## config.mk

```make
export PLATFORM = sky130hd
export DESIGN_NAME = axi_mm_slave_name_pipe
export DESIGN_NICKNAME = d
export VERILOG_FILES = /design/src/rtl/axi_mm_pipe_pkg.sv /design/src/rtl/axi_mm_skid_buf.sv /design/src/rtl/axi_mm_slave_name_pipe.sv
export SDC_FILE = /design/constraint.sdc
export NUM_CORES = 1
export LEC_CHECK = 0
export BUFFER_PORTS_ARGS = -buffer_cell sky130_fd_sc_hd__buf_2
export CORE_UTILIZATION = 40
export DETAILED_ROUTE_END_ITERATION = 8
export MAX_ROUTING_LAYER = met4
export SYNTH_ARGS = -nofsm -noshare
export SYNTH_HDL_FRONTEND = slang
export SYNTH_SLANG_ARGS = --single-unit
```

## constraint.sdc

```tcl
create_clock -name clk_wr -period 2.2 [get_ports clk_wr]
set_input_delay 0 -clock clk_wr [delete_from_list [all_inputs] [get_ports clk_wr]]
set_output_delay 0 -clock clk_wr [all_outputs]
set_load 0.02 [all_outputs]
```

## src/rtl/axi_mm_pipe_pkg.sv

```systemverilog
// Shared field widths, skid states and link-word width helpers
// for the AXI4-MM slave-side link mapper.
package axi_mm_pipe_pkg;

  localparam int SIZE_W  = 3;
  localparam int LEN_W   = 8;
  localparam int BURST_W = 2;
  localparam int RESP_W  = 2;

  typedef enum logic [1:0] {
    S_EMPTY = 2'd0,
    S_ONE   = 2'd1,
    S_FULL  = 2'd2
  } skid_state_e;

  function automatic int ar_w(input int id_w, input int addr_w);
    return id_w + SIZE_W + LEN_W + BURST_W + addr_w;
  endfunction

  function automatic int w_w(input int id_w, input int data_w);
    return id_w + data_w + data_w / 8 + 1;
  endfunction

  function automatic int r_w(input int id_w, input int data_w);
    return id_w + data_w + 1 + RESP_W;
  endfunction

  function automatic int b_w(input int id_w);
    return id_w + RESP_W;
  endfunction

endpackage

```

## src/rtl/axi_mm_skid_buf.sv

```systemverilog
// Two-entry registered skid stage (or plain wire-through),
// readies held low until the first clock after reset.
module axi_mm_skid_buf
  import axi_mm_pipe_pkg::*;
#(
  parameter int WIDTH    = 8,
  parameter int REG_MODE = 1
) (
  input  logic             clk,
  input  logic             rst_n,
  input  logic             in_valid,
  output logic             in_ready,
  input  logic [WIDTH-1:0] in_data,
  output logic             out_valid,
  input  logic             out_ready,
  output logic [WIDTH-1:0] out_data
);

  logic rst_done_q;
  logic rst_done_d;

  assign rst_done_d = 1'b1;

  // Reset-done marker: low in reset, high from the first edge after
  always_ff @(posedge clk or negedge rst_n) begin
    if (!rst_n) rst_done_q <= 1'b0;
    else        rst_done_q <= rst_done_d;
  end

  if (REG_MODE != 0) begin : g_reg
    skid_state_e            state_q, state_d;
    logic [1:0][WIDTH-1:0]  mem_q, mem_d;
    logic                   rd_ptr_q, rd_ptr_d;
    logic                   wr_ptr_q, wr_ptr_d;
    logic                   push, pop;

    assign in_ready  = rst_done_q & (state_q != S_FULL);
    assign out_valid = (state_q != S_EMPTY);
    assign out_data  = mem_q[rd_ptr_q];
    assign push      = in_valid & in_ready;
    assign pop       = out_valid & out_ready;

    // Next-state, storage write and pointer advance
    always_comb begin
      state_d  = state_q;
      mem_d    = mem_q;
      rd_ptr_d = rd_ptr_q;
      wr_ptr_d = wr_ptr_q;
      if (push) begin
        mem_d[wr_ptr_q] = in_data;
        wr_ptr_d        = ~wr_ptr_q;
      end
      if (pop) rd_ptr_d = ~rd_ptr_q;
      unique case (state_q)
        S_EMPTY: if (push) state_d = S_ONE;
        S_ONE: begin
          if (push && !pop)      state_d = S_FULL;
          else if (!push && pop) state_d = S_EMPTY;
        end
        S_FULL:  if (pop) state_d = S_ONE;
        default: state_d = S_EMPTY;
      endcase
    end

    // State, storage and pointer registers
    always_ff @(posedge clk or negedge rst_n) begin
      if (!rst_n) begin
        state_q  <= S_EMPTY;
        mem_q    <= '0;
        rd_ptr_q <= 1'b0;
        wr_ptr_q <= 1'b0;
      end else begin
        state_q  <= state_d;
        mem_q    <= mem_d;
        rd_ptr_q <= rd_ptr_d;
        wr_ptr_q <= wr_ptr_d;
      end
    end
  end else begin : g_pass
    assign in_ready  = rst_done_q & out_ready;
    assign out_valid = rst_done_q & in_valid;
    assign out_data  = in_data;
  end

endmodule

```

## src/rtl/axi_mm_slave_name_pipe.sv

```systemverilog
// Slave-side AXI4-MM link mapper: unpacks AR/AW/W link words,
// packs R/B responses, throttles AR/AW on outstanding counts.
module axi_mm_slave_name_pipe
  import axi_mm_pipe_pkg::*;
#(
  parameter int ID_W     = 2,
  parameter int ADDR_W   = 32,
  parameter int DATA_W   = 32,
  parameter int REG_MODE = 1,
  parameter int MAX_OUT  = 4
) (
  input  logic                              clk_wr,
  input  logic                              rst_wr_n,
  input  logic                              user_ar_vld,
  input  logic [ar_w(ID_W,ADDR_W)-1:0]      rxfifo_ar_data,
  output logic                              user_ar_ready,
  input  logic                              user_aw_vld,
  input  logic [ar_w(ID_W,ADDR_W)-1:0]      rxfifo_aw_data,
  output logic                              user_aw_ready,
  input  logic                              user_w_vld,
  input  logic [w_w(ID_W,DATA_W)-1:0]       rxfifo_w_data,
  output logic                              user_w_ready,
  output logic                              user_r_vld,
  output logic [r_w(ID_W,DATA_W)-1:0]       txfifo_r_data,
  input  logic                              user_r_ready,
  output logic                              user_b_vld,
  output logic [b_w(ID_W)-1:0]              txfifo_b_data,
  input  logic                              user_b_ready,
  output logic [ID_W-1:0]                   user_arid,
  output logic [SIZE_W-1:0]                 user_arsize,
  output logic [LEN_W-1:0]                  user_arlen,
  output logic [BURST_W-1:0]                user_arburst,
  output logic [ADDR_W-1:0]                 user_araddr,
  output logic                              user_arvalid,
  input  logic                              user_arready,
  output logic [ID_W-1:0]                   user_awid,
  output logic [SIZE_W-1:0]                 user_awsize,
  output logic [LEN_W-1:0]                  user_awlen,
  output logic [BURST_W-1:0]                user_awburst,
  output logic [ADDR_W-1:0]                 user_awaddr,
  output logic                              user_awvalid,
  input  logic                              user_awready,
  output logic [ID_W-1:0]                   user_wid,
  output logic [DATA_W-1:0]                 user_wdata,
  output logic [DATA_W/8-1:0]               user_wstrb,
  output logic                              user_wlast,
  output logic                              user_wvalid,
  input  logic                              user_wready,
  input  logic [ID_W-1:0]                   user_rid,
  input  logic [DATA_W-1:0]                 user_rdata,
  input  logic                              user_rlast,
  input  logic [RESP_W-1:0]                 user_rresp,
  input  logic                              user_rvalid,
  output logic                              user_rready,
  input  logic [ID_W-1:0]                   user_bid,
  input  logic [RESP_W-1:0]                 user_bresp,
  input  logic                              user_bvalid,
  output logic                              user_bready,
  output logic [$clog2(MAX_OUT+1)-1:0]      rd_outstanding,
  output logic [$clog2(MAX_OUT+1)-1:0]      wr_outstanding,
  output logic                              err_rd_unexp,
  output logic                              err_wr_unexp
);

  localparam int SW       = DATA_W / 8;
  localparam int CW       = $clog2(MAX_OUT + 1);
  localparam int AXW      = ar_w(ID_W, ADDR_W);
  localparam int WW       = w_w(ID_W, DATA_W);
  localparam int RW       = r_w(ID_W, DATA_W);
  localparam int BW       = b_w(ID_W);
  localparam int AX_SIZE  = ID_W;
  localparam int AX_LEN   = AX_SIZE + SIZE_W;
  localparam int AX_BURST = AX_LEN + LEN_W;
  localparam int AX_ADDR  = AX_BURST + BURST_W;
  localparam int W_DATA   = ID_W;
  localparam int W_STRB   = W_DATA + DATA_W;
  localparam int W_LAST   = W_STRB + SW;
  localparam int R_LAST   = ID_W + DATA_W;

  logic           ar_s_valid, ar_s_ready;
  logic [AXW-1:0] ar_s_data;
  logic           aw_s_valid, aw_s_ready;
  logic [AXW-1:0] aw_s_data;
  logic           w_s_valid;
  logic [WW-1:0]  w_s_data;
  logic [RW-1:0]  r_pack;
  logic [BW-1:0]  b_pack;
  logic           rd_ok, wr_ok;
  logic           rd_inc, rd_dec, wr_inc, wr_dec;
  logic [CW-1:0]  rd_cnt_q, rd_cnt_d;
  logic [CW-1:0]  wr_cnt_q, wr_cnt_d;
  logic           err_rd_q, err_rd_d;
  logic           err_wr_q, err_wr_d;

  assign rd_ok = (rd_cnt_q < CW'(MAX_OUT));
  assign wr_ok = (wr_cnt_q < CW'(MAX_OUT));

  axi_mm_skid_buf #(.WIDTH(AXW), .REG_MODE(REG_MODE)) u_ar (
    .clk(clk_wr), .rst_n(rst_wr_n),
    .in_valid(user_ar_vld), .in_ready(user_ar_ready),
    .in_data(rxfifo_ar_data),
    .out_valid(ar_s_valid), .out_ready(ar_s_ready),
    .out_data(ar_s_data)
  );

  axi_mm_skid_buf #(.WIDTH(AXW), .REG_MODE(REG_MODE)) u_aw (
    .clk(clk_wr), .rst_n(rst_wr_n),
    .in_valid(user_aw_vld), .in_ready(user_aw_ready),
    .in_data(rxfifo_aw_data),
    .out_valid(aw_s_valid), .out_ready(aw_s_ready),
    .out_data(aw_s_data)
  );

  axi_mm_skid_buf #(.WIDTH(WW), .REG_MODE(REG_MODE)) u_w (
    .clk(clk_wr), .rst_n(rst_wr_n),
    .in_valid(user_w_vld), .in_ready(user_w_ready),
    .in_data(rxfifo_w_data),
    .out_valid(w_s_valid), .out_ready(user_wready),
    .out_data(w_s_data)
  );

  axi_mm_skid_buf #(.WIDTH(RW), .REG_MODE(REG_MODE)) u_r (
    .clk(clk_wr), .rst_n(rst_wr_n),
    .in_valid(user_rvalid), .in_ready(user_rready),
    .in_data(r_pack),
    .out_valid(user_r_vld), .out_ready(user_r_ready),
    .out_data(txfifo_r_data)
  );

  axi_mm_skid_buf #(.WIDTH(BW), .REG_MODE(REG_MODE)) u_b (
    .clk(clk_wr), .rst_n(rst_wr_n),
    .in_valid(user_bvalid), .in_ready(user_bready),
    .in_data(b_pack),
    .out_valid(user_b_vld), .out_ready(user_b_ready),
    .out_data(txfifo_b_data)
  );

  assign user_arvalid = ar_s_valid & rd_ok;
  assign ar_s_ready   = user_arready & rd_ok;
  assign user_arid    = ar_s_data[0 +: ID_W];
  assign user_arsize  = ar_s_data[AX_SIZE +: SIZE_W];
  assign user_arlen   = ar_s_data[AX_LEN +: LEN_W];
  assign user_arburst = ar_s_data[AX_BURST +: BURST_W];
  assign user_araddr  = ar_s_data[AX_ADDR +: ADDR_W];

  assign user_awvalid = aw_s_valid & wr_ok;
  assign aw_s_ready   = user_awready & wr_ok;
  assign user_awid    = aw_s_data[0 +: ID_W];
  assign user_awsize  = aw_s_data[AX_SIZE +: SIZE_W];
  assign user_awlen   = aw_s_data[AX_LEN +: LEN_W];
  assign user_awburst = aw_s_data[AX_BURST +: BURST_W];
  assign user_awaddr  = aw_s_data[AX_ADDR +: ADDR_W];

  assign user_wvalid  = w_s_valid;
  assign user_wid     = w_s_data[0 +: ID_W];
  assign user_wdata   = w_s_data[W_DATA +: DATA_W];
  assign user_wstrb   = w_s_data[W_STRB +: SW];
  assign user_wlast   = w_s_data[W_LAST];

  assign r_pack = {user_rresp, user_rlast, user_rdata, user_rid};
  assign b_pack = {user_bresp, user_bid};

  assign rd_inc = user_arvalid & user_arready;
  assign rd_dec = user_r_vld & user_r_ready & txfifo_r_data[R_LAST];
  assign wr_inc = user_awvalid & user_awready;
  assign wr_dec = user_b_vld & user_b_ready;

  // Outstanding counters; a retire at zero holds and raises a sticky error
  always_comb begin
    rd_cnt_d = rd_cnt_q;
    wr_cnt_d = wr_cnt_q;
    err_rd_d = err_rd_q;
    err_wr_d = err_wr_q;
    if (rd_inc && !rd_dec) begin
      rd_cnt_d = rd_cnt_q + CW'(1);
    end else if (!rd_inc && rd_dec) begin
      if (rd_cnt_q == '0) err_rd_d = 1'b1;
      else                rd_cnt_d = rd_cnt_q - CW'(1);
    end
    if (wr_inc && !wr_dec) begin
      wr_cnt_d = wr_cnt_q + CW'(1);
    end else if (!wr_inc && wr_dec) begin
      if (wr_cnt_q == '0) err_wr_d = 1'b1;
      else                wr_cnt_d = wr_cnt_q - CW'(1);
    end
  end

  // Counter and error-flag registers
  always_ff @(posedge clk_wr or negedge rst_wr_n) begin
    if (!rst_wr_n) begin
      rd_cnt_q <= '0;
      wr_cnt_q <= '0;
      err_rd_q <= 1'b0;
      err_wr_q <= 1'b0;
    end else begin
      rd_cnt_q <= rd_cnt_d;
      wr_cnt_q <= wr_cnt_d;
      err_rd_q <= err_rd_d;
      err_wr_q <= err_wr_d;
    end
  end

  assign rd_outstanding = rd_cnt_q;
  assign wr_outstanding = wr_cnt_q;
  assign err_rd_unexp   = err_rd_q;
  assign err_wr_unexp   = err_wr_q;

endmodule

```

==> qor.yml <==
detailed_routing:
  routedWlPerCell_um: 17.3
  viasPerCell: 4.86
  drt_wl_total_um: 38700
  drt_first_pass_iters: 4
  initialDrtViolationCount: 376
  post-route-drc-count: 0
  drtAntennaViolNets: 0
  vias: 10900
cells_and_area:
  fin_util_pct: 55.4
  layout-drive-gt1-share_pct: 59.4
  area_growth_pct: 36.4
  fin_nets: 1871
  fill_cells: 3390
  diodes: 0
  final_cells: 2236
run_status:
  status: "finished, final reports clean"
synthesis:
  synthMuxAreaShare_pct: 35.8
  ys_warn_count: 0
  ys_seq_area_share_pct: 56.9
  async_flop_share_pct: 100
  ys_types: 42
  synth_nets: 1290
  synthAdderAreaFrac_pct: 0.921
  syn-cell-area_sq_um: 16600
  yosys.area.top_type: "dfrtp_1"
  syn_inst: 1093
  synth_top_family_by_area: "multiplexers"
  synthTopCellsByArea: "dfrtp_1 57%, mux2_2 35%, buf_2 0.82%"
  synthXorXnorAreaFrac_pct: 0.528
  netlist_top_cells_count: "515 x mux2_2, 377 x dfrtp_1, 27 x buf_2"
  syn_area_per_cell_sq_um: 15.2
  post-synth-top-count-cell: "mux2_2"
  synth_compound_area_share_pct: 1.06
  yosysTopAreaCellShare_pct: 56.9
  synth_edf_count: 0
  ys_ff_latch: 377
  synth-main-ff-cell: "dfrtp_1"
  synth_simple_gate_area_share_pct: 2.66
sta:
  fin_worst_skew_ps: 11.7
  hold_ws_ps: 224
  slew_viol_final: 0
  timing.setup.tns_ps: 0
  worst_slew_pin_slew_ps: 545
  setup_violations: 0
  fmax_mhz: 476
  setup_ws_ps: 101
  max_slew_margin_pct: 63.7
  min_period_ps: 2100
  finalCritPeriodShare_pct: 95.4
  hold_violations: 0
grt:
  grt_pass1_vias: 11600
  overflow: 0
  grt_max_degree: 77
  track_usage_pct: 18.8
  grt_pass1_wl_um: 60700
  antenna_found_initial: 0
pwr:
  p_leak_nw: 10.2
  peakVddDrop_mv: 0.961
  power.density_nw_per_um2: 1550
critical_path:
  cp-end-kind: "flop"
  cp-start-kind: "flop"
  crit_path_max_fanout: 5
  crit_chain: "or2_2 -> nand2_1 -> ha_4 -> inv_2 -> fa_2 -> nor3b_1 -> a2111oi_2 -> a21oi_1"
  worstSetupPathType: "flop to flop"
  cpLargestDelayFamily: "simple AND/OR/NAND/NOR gates"
  max_stage_delay_ps: 400
  cpMaxStageDelayCell: "dfrtp_1"
  rrSetupSlack_ps: 100
  worst-path-buf-inv: 1
  critPathRequiredTime_ps: 2620
  arrival_ps: 2520
clocking:
  insertion_delay_ps: 550
  post_cts_buffers: 0
  clock_path_buffers: 3
  h-tree-depth: 2
  cts.sinks: 377
  cts_tree: "built"
  cts_buffers: 43
  clkTransAtPathRegs_ps: 60
  cts_root_buffer: "clkbuf_16"
floorplanning:
  core_sq_um: 40800
  dieArea_sq_um: 42300
  initial_utilization_pct: 40.6
  die_w_um: 206
  die_y_um: 206
  ios: 378
  rows: 74
placement:
  hpwlAfterDp_um: 25300
  routabilityCongestion: 0.762
  dp_cells: 1974
  numPortBuffers: 377
  dp_slack_ps: 56.1
hold_path:
  hold_path_class: "input pin to flop"
job:
  drv_cap: 0
[tightest hold or removal path: cells and delay by family]
kind	cells	cell delay (ps)
multiplexers	1	130
buffers and inverters	2	610
[logic make-up after synthesis]
| group | count (synthesis) |
|---|---|
| mux | 527 |
| compound gates | 25 |
| xor+xnor | 10 |
| simple gates | 77 |
| flops | 377 |
| buf+inv | 65 |
| fa+ha+maj | 11 |
| other cells | 1 |
[sequential cells by signal (all words and copies together), names as in the netlist, 2 cells and up]
name	count
rd_outstanding	3
u_ar.g_reg.mem_q	94
u_ar.g_reg.state_q	2
u_aw.g_reg.mem_q	94
u_aw.g_reg.state_q	2
u_b.g_reg.mem_q	8
u_b.g_reg.state_q	2
u_r.g_reg.mem_q	74
u_r.g_reg.state_q	2
u_w.g_reg.mem_q	78
u_w.g_reg.state_q	2
wr_outstanding	3
[per-layer routing]
metal | GRT usage, % | up-vias | routed length (um)
met5 | - | - | 0
met4 | 7.04 | 0 | 1030
met3 | 4.99 | 60 | 2460
met2 | 30.8 | 243 | 19100
met1 | 22.0 | 5482 | 16100
li1 | - | 5090 | -
[where the power goes]
| group | internal (W) | switching (W) |
|---|---|---|
| Sequential | 0.0104 | 0.00181 |
| Combinational | 0.00769 | 0.00787 |
| Clock | 0.00453 | 0.00277 |
[placed cells by master (no fill, tap or decap), drive strengths merged, types with 6 or more instances in the layout]
| master | count |
|---|---|
| and2 | 10 |
| buf | 406 |
| clkbuf | 64 |
| clkinv | 7 |
| dfrtp | 377 |
| dlygate4sd3 | 187 |
| ha | 9 |
| inv | 8 |
| mux2 | 522 |
| nand2 | 17 |
| nand3 | 6 |
| nor2 | 9 |
| nor3 | 12 |
| o22ai | 6 |
[final cells by class]
cell class / instances / area (sq um) / area share (%)
Inverter: 8 / 30.0 / 0.133
Tap cell: 532 / 666 / 2.94
Sequential cell: 377 / 9440 / 41.7
Clock inverter: 11 / 159 / 0.703
Multi-Input combinational cell: 651 / 6860 / 30.3
Timing Repair Buffer: 593 / 4160 / 18.4
Clock buffer: 64 / 1300 / 5.74
[path summary, 6_finish.rpt]
kind,start,end,cells after the start
setup reg to reg,u_b.g_reg.state_q[1],wr_outstanding[2],8
max in group asynchronous,rst_wr_n,u_aw.g_reg.mem_q[36],4
setup / recovery,u_b.g_reg.state_q[1],wr_outstanding[2],8
hold / removal,rxfifo_w_data[19],u_w.g_reg.mem_q[58],3
hold reg to reg,err_rd_unexp,err_rd_unexp,1
min in group asynchronous,rst_wr_n,u_aw.g_reg.mem_q[74],3
[per-stage QoR]
step           power (W)  area (sq um)
3_5_place_dp      0.0278         19300
5_1_grt           0.0372         22600
4_1_cts           0.0355         22600
6_report          0.0351         22600
2_1_floorplan     0.0229         16600
3_3_place_gp      0.0274         19300
[repair_timing]
item	4_1_cts	5_1_grt
hold buffers	187	0
hold endpoints to repair	746	0
resized for setup	0	2
setup endpoints to repair	0	1
Power figures use the tool's default switching activity.
